`src/rtl/nxn_switch_allocator_if.sv`:
```
// Handshake bundle between input buffers/routing, the switch allocator and the crossbar.
// Packed arrays keep the flat IN_N*W bit layout of the per-channel fields.
interface nxn_switch_allocator_if #(
  parameter int IN_N      = 5,
  parameter int OUT_M     = 5,
  parameter int FLIT_ID_W = 2
);
  localparam int DEST_W = $clog2(OUT_M);
  localparam int OWN_W  = $clog2(IN_N);

  logic [IN_N-1:0]                 valid_i;
  logic [IN_N-1:0][FLIT_ID_W-1:0]  flit_id_i;
  logic [IN_N-1:0][DEST_W-1:0]     dest_i;
  logic [OUT_M-1:0]                out_rdy_i;
  logic [IN_N-1:0]                 grant_o;
  logic [OUT_M-1:0]                valid_o;
  logic [OUT_M-1:0][OWN_W-1:0]     sel_o;

  modport master (
    output valid_i, flit_id_i, dest_i, out_rdy_i,
    input  grant_o, valid_o, sel_o
  );

  modport slave (
    input  valid_i, flit_id_i, dest_i, out_rdy_i,
    output grant_o, valid_o, sel_o
  );
endinterface

```
`src/rtl/nxn_switch_allocator.sv`:
```
// Wormhole switch allocator: one round-robin arbiter + lock FSM per output,
// driving crossbar selects, buffer pops and downstream valids.
module nxn_sa_out_arb #(
  parameter int IN_N  = 5,
  parameter int OWN_W = 3
) (
  input  logic              clk_i,
  input  logic              rst_ni,
  input  logic [IN_N-1:0]   cand,
  input  logic [IN_N-1:0]   src_vld,
  input  logic [IN_N-1:0]   src_tail,
  input  logic              out_rdy,
  output logic              xfer,
  output logic [OWN_W-1:0]  owner
);
  typedef enum logic {IDLE, LOCKED} state_t;

  state_t           state;
  logic [OWN_W-1:0] ptr;
  logic [OWN_W-1:0] win;
  logic [OWN_W-1:0] ptr_nxt;
  logic [OWN_W:0]   idx_w;
  logic [OWN_W-1:0] idx;
  logic             found;

  // First candidate at or above ptr, wrapping past IN_N-1.
  always_comb begin
    found = 1'b0;
    win   = '0;
    idx_w = '0;
    idx   = '0;
    for (int k = 0; k < IN_N; k++) begin
      idx_w = {1'b0, ptr} + (OWN_W+1)'(k);
      if (idx_w >= (OWN_W+1)'(IN_N)) idx_w = idx_w - (OWN_W+1)'(IN_N);
      idx = idx_w[OWN_W-1:0];
      if (!found && cand[idx]) begin
        found = 1'b1;
        win   = idx;
      end
    end
  end

  assign ptr_nxt = (win == OWN_W'(IN_N-1)) ? '0 : win + 1'b1;
  assign xfer    = (state == LOCKED) && src_vld[owner] && out_rdy;

  always_ff @(posedge clk_i) begin
    if (!rst_ni) begin
      state <= IDLE;
      owner <= '0;
      ptr   <= '0;
    end else begin
      case (state)
        IDLE: if (found) begin
          owner <= win;
          ptr   <= ptr_nxt;
          state <= LOCKED;
        end
        LOCKED: if (xfer && src_tail[owner]) state <= IDLE;
        default: state <= IDLE;
      endcase
    end
  end
endmodule

module nxn_switch_allocator #(
  parameter int IN_N      = 5,
  parameter int OUT_M     = 5,
  parameter int FLIT_ID_W = 2
) (
  input  logic                   clk_i,
  input  logic                   rst_ni,
  nxn_switch_allocator_if.slave  sw
);
  localparam int DEST_W = $clog2(OUT_M);
  localparam int OWN_W  = $clog2(IN_N);

  // Flit type encoding: bit1 marks a packet start (HEAD/SINGLE), bit0 an end (TAIL/SINGLE).
  logic [IN_N-1:0]              is_head;
  logic [IN_N-1:0]              is_tail;
  logic [OUT_M-1:0][IN_N-1:0]   cand;
  logic [OUT_M-1:0]             xfer;
  logic [OUT_M-1:0][OWN_W-1:0]  owner;
  logic [IN_N-1:0]              grant;

  for (genvar i = 0; i < IN_N; i++) begin : g_in
    assign is_head[i] = sw.flit_id_i[i][1];
    assign is_tail[i] = sw.flit_id_i[i][0];
  end

  for (genvar o = 0; o < OUT_M; o++) begin : g_out
    for (genvar i = 0; i < IN_N; i++) begin : g_cand
      assign cand[o][i] = sw.valid_i[i] && is_head[i] && (sw.dest_i[i] == DEST_W'(o));
    end

    nxn_sa_out_arb #(.IN_N(IN_N), .OWN_W(OWN_W)) u_arb (
      .clk_i    (clk_i),
      .rst_ni   (rst_ni),
      .cand     (cand[o]),
      .src_vld  (sw.valid_i),
      .src_tail (is_tail),
      .out_rdy  (sw.out_rdy_i[o]),
      .xfer     (xfer[o]),
      .owner    (owner[o])
    );

    assign sw.sel_o[o] = owner[o];
  end

  // An input heads at most one packet, so at most one output can be popping it.
  always_comb begin
    grant = '0;
    for (int o = 0; o < OUT_M; o++)
      if (xfer[o]) grant[owner[o]] = 1'b1;
  end

  assign sw.grant_o = grant;
  assign sw.valid_o = xfer;
endmodule

```
`src/flat_wrapper.sv`:
```
// flat-port wrapper written by rule: the top's interface ports become plain ports
module nxn_switch_allocator_flat 
#(
  parameter int IN_N      = 5,
  parameter int OUT_M     = 5,
  parameter int FLIT_ID_W = 2
)
  (clk_i, rst_ni, sw_valid_i, sw_flit_id_i, sw_dest_i, sw_out_rdy_i, sw_grant_o, sw_valid_o, sw_sel_o);
  nxn_switch_allocator_if #(.IN_N(IN_N), .OUT_M(OUT_M), .FLIT_ID_W(FLIT_ID_W)) sw_i ();
  input  logic clk_i;
  input  logic rst_ni;
  input wire logic [$bits(sw_i.valid_i)-1:0] sw_valid_i;
  input wire logic [$bits(sw_i.flit_id_i)-1:0] sw_flit_id_i;
  input wire logic [$bits(sw_i.dest_i)-1:0] sw_dest_i;
  input wire logic [$bits(sw_i.out_rdy_i)-1:0] sw_out_rdy_i;
  output wire logic [$bits(sw_i.grant_o)-1:0] sw_grant_o;
  output wire logic [$bits(sw_i.valid_o)-1:0] sw_valid_o;
  output wire logic [$bits(sw_i.sel_o)-1:0] sw_sel_o;
  assign sw_i.valid_i = sw_valid_i;
  assign sw_i.flit_id_i = sw_flit_id_i;
  assign sw_i.dest_i = sw_dest_i;
  assign sw_i.out_rdy_i = sw_out_rdy_i;
  assign sw_grant_o = sw_i.grant_o;
  assign sw_valid_o = sw_i.valid_o;
  assign sw_sel_o = sw_i.sel_o;
  nxn_switch_allocator #(.IN_N(IN_N), .OUT_M(OUT_M), .FLIT_ID_W(FLIT_ID_W)) u_core (.clk_i(clk_i), .rst_ni(rst_ni), .sw(sw_i));
endmodule
```
`config.mk`:
```
export PLATFORM = sky130hd
export DESIGN_NAME = nxn_switch_allocator_flat
export DESIGN_NICKNAME = d
export VERILOG_FILES = /design/src/rtl/nxn_switch_allocator_if.sv /design/src/rtl/nxn_switch_allocator.sv /design/src/flat_wrapper.sv
export SDC_FILE = /design/constraint.sdc
export NUM_CORES = 1
export LEC_CHECK = 0
export ABC_AREA = 0
export CAP_MARGIN = 5
export CORE_MARGIN = 4
export CORE_UTILIZATION = 50
export CTS_CLUSTER_DIAMETER = 120
export DETAILED_ROUTE_END_ITERATION = 6
export PLACE_DENSITY = 0.73
export SLEW_MARGIN = 20
export SYNTH_ARGS = -nofsm -noshare
export SYNTH_HDL_FRONTEND = slang
export SYNTH_SLANG_ARGS = --single-unit
export TNS_END_PERCENT = 5
```
`constraint.sdc`:
```
create_clock -name clk_i -period 4.6 [get_ports clk_i]
set_clock_uncertainty 0.2 [all_clocks]
set_input_delay 0.69 -clock clk_i [delete_from_list [all_inputs] [get_ports clk_i]]
set_output_delay 0.69 -clock clk_i [all_outputs]
set_load 0.005 [all_outputs]
```
==> impl_results.md <==
* Status: finished, final reports clean
* Worst Path Arrival at 4.41 ns
* Internal power at 2.429 mW
* Peak VDD IR at 349.3 uV
* Flop pwr share at 11.5%
* Layout cells sized above 1 at 13.28%
* Register area share after synthesis at 9.516%
* Fraction of registers with async set/reset at 0%
* Post-synthesis compound-gate area fraction at 28.82%
* Largest family of logic cells by synthesized area: compound AO/OA/AOI/OAI gates
* Metal3 WL at 2047 um
* Wire length per cell at 18.54 um
* Synth Net Count at 1074
* Synth top area share at 9.516%
* Number of antenna violations at the first check in global routing at 0
* Clock transition at the registers of the reported paths at 0.06 ns
* Clk buf depth at 2
* CTS Buf Count at 5
* Synth Area in Adders at 9.856%
* Overflow after GRT at 0
* Hpwl dp at 18170 um
* Syn. warnings at 0
* Port-buffer cells at 61
* First-pass GRT wire length at 36800 um
* Clock sink count at 35
* Root buffer cell: clkbuf_16
* CTS tree: yes
* Synth cell count leaders: nand2_1 (83), nor2_1 (80), inv_1 (68)
* Core Util, Final at 58.96%
* 1st-iter DRT viols at 979
* Multiplexer share of the synthesized area at 13.88%
* FF+latch count, synth at 35
* Most frequent cell after synthesis: nand2_1
* Max_cap viols at 0
* Final hold vios at 0
* CP Class: reg2reg
* Power density cells at 611.3 nW/um2
* Post-synthesis cell type count at 110
* Area leader, netlist: dfxtp_1
* Drt pass-1 iters at 6
* Top_reg_cell synth: dfxtp_1
* GP Congestion at 0.9767
* Sw Ratio at 53.45%
* Total number of vias at 8111
* Slew Limit Headroom at 59.64%
* WL final at 22950 um
* Die X at 129.4 um
* Syn Area/Cell at 7.498 um2
* CP Data Required Time at 4.59 ns
* Worst setup SP type: flip-flop
* Inserted Diodes at 0
* RSZ-0062 raised after global routing: no
* Clk network pwr share at 6.6%
* Syn-to-layout area delta at 15.94%
* # setup viols final at 0
* Post-synth EDFFs at 0
* Tcrit/Tclk final at 96.26%
* Top cells by area, synth: dfxtp_1 (9.5%), ha_1 (8.5%), mux2i_1 (7.5%)
* Die height at 129.4 um
* Fmax at 225.8 MHz
* Final setup TNS at 0 ns
* Worst-Skew Late Latency at 0.29 ns
* Critical Path Source: u_core.g_out[1].u_arb.ptr[1]
* Final nets at 1145
* CP Max Fanout at 6
* Core area at 14480 um2
* H-tree Lvls at 2
* Worst hold start: u_core.g_out[4].u_arb.state
* Met2 routed WL at 10270 um
* Worst reg2reg startpoint: u_core.g_out[1].u_arb.ptr[1]
* Cell Rows at 44
* Worst-margin pin slew at 0.6011 ns
* NetSw at 2.789 mW
* Num ports at 62
* Routed Antenna Nets at 0
* HP Class: reg2reg
* CP Capture Type: flip-flop
* Largest net degree at the start of global routing at 25
* Total GRT Usage at 26.76%
* Final Max Slew Viols at 0
* Min Tclk post-route at 4.428 ns
* Simple-gate share of the synthesized area at 28.02%
* Die area at 16730 um2
* Avg Vias per Cell at 6.552
* Synth Cell Area at 7363 um2
* M1 WL at 10030 um
* Top sig layer: met4
* Initial Utilization at 50.86%
* DRC Markers at 0
* Post-Synth XOR/XNOR Area at 3.093%
* Combinational share of power at 81.9%
* Vias in the first global route at 7306
* Post-CTS setup buffer count at 0
* Cells after synthesis at 982
* Pleak at 3.401 nW
[layout by cell type, fill, tap and decap left out, drive strengths merged, types with 7 or more instances in the layout]
master	instances
o31a	7
or2	12
or4	8
nand4	9
and3	12
buf	50
o22ai	20
nand2b	19
clkdlybuf4s50	61
and2	18
nor4	15
inv	71
a221oi	11
or3	7
nor2b	13
nand3b	7
a21oi	60
nand2	84
a31oi	10
dfxtp	35
nand3	33
mux2i	56
a21o	10
a211oi	15
nor3	28
o31ai	10
nand4b	7
mux4	17
and3b	7
o21ai	39
xnor2	25
ha	50
nor2	80
[metrics by stage]
step	total power [mW]	setup WS [ns]	instance area (um2)	hold WS [ns]	cells
3_3_place_gp	4.706	0.2541	8363	0.2961	1230
2_1_floorplan	3.697	0.2090	7363	0.2673	982
5_1_grt	5.672	0.01800	8537	0.3429	1238
6_report	5.218	0.1721	8537	0.3106	1238
4_1_cts	5.129	0.1400	8508	0.3126	1238
3_5_place_dp	4.757	0.1446	8363	0.3045	1230
[area by class of cell]
class / count / area (um2)
inverter: 76 / 285.3
sequential: 35 / 701.9
multi-input combinational: 824 / 6188
clock inverter: 3 / 20.02
clock buffer: 5 / 125.1
fill: 1359 / 5942
tap: 184 / 230.2
timing repair buffer: 111 / 985.9
[metal layers]
metal,GRT usage (%),up-vias
met4,8.771,0
met2,42.50,426
met3,3.875,49
li1,-,3878
met5,0,-
met1,37.36,3758
[kinds of logic after synthesis]
group | Yosys count
compound gates | 283
flops | 35
simple gates | 381
xor+xnor | 26
buf+inv | 123
mux | 79
fa+ha+maj | 55
[critical path: stages (launching register included)]
cell and delay, ns:
dfxtp_1 0.50, ha_1 0.25, inv_1 0.07, fa_1 0.40, a21oi_1 0.27, mux2i_1 0.54
mux2_2 0.41, a31oi_1 0.23, and4b_1 0.25, o21a_1 0.13, a221oi_1 0.10, or2_2 0.33
ha_1 0.30, and3_1 0.15, a32o_1 0.20
[power by group through the flow]
stage | combinational, mW | clock (mW) | sequential [mW]
after CTS | 4.18 | 0.351 | 0.593
after floorplan | 3.17 | 0 | 0.528
after global placement | 4.11 | 0 | 0.596
final | 4.27 | 0.346 | 0.598
after global routing | 4.69 | 0.362 | 0.619
after detailed placement | 4.16 | 0 | 0.598
[state kept, by name, summed over array words and instances (netlist names)]
name,flops
u_core.g_out.u_arb.state,5
u_core.g_out.u_arb.owner,15
u_core.g_out.u_arb.ptr,15
[path summary, 6_finish.rpt]
| kind | endpoint | slack [ns] | cells after the start |
|---|---|---|---|
| worst max-delay path | u_core.g_out[1].u_arb.ptr[1] | 0.17 | 14 |
| worst min-delay path | u_core.g_out[4].u_arb.state | 0.31 | 2 |
| worst max register to register | u_core.g_out[1].u_arb.ptr[1] | 0.17 | 14 |
| worst min register to register | u_core.g_out[4].u_arb.state | 0.31 | 2 |
[repair_timing]
item	in CTS	in global routing
hold buffers	0	0
gates resized for setup	0	6
setup endpoints to repair	0	2
Power figures use the tool's default switching activity.
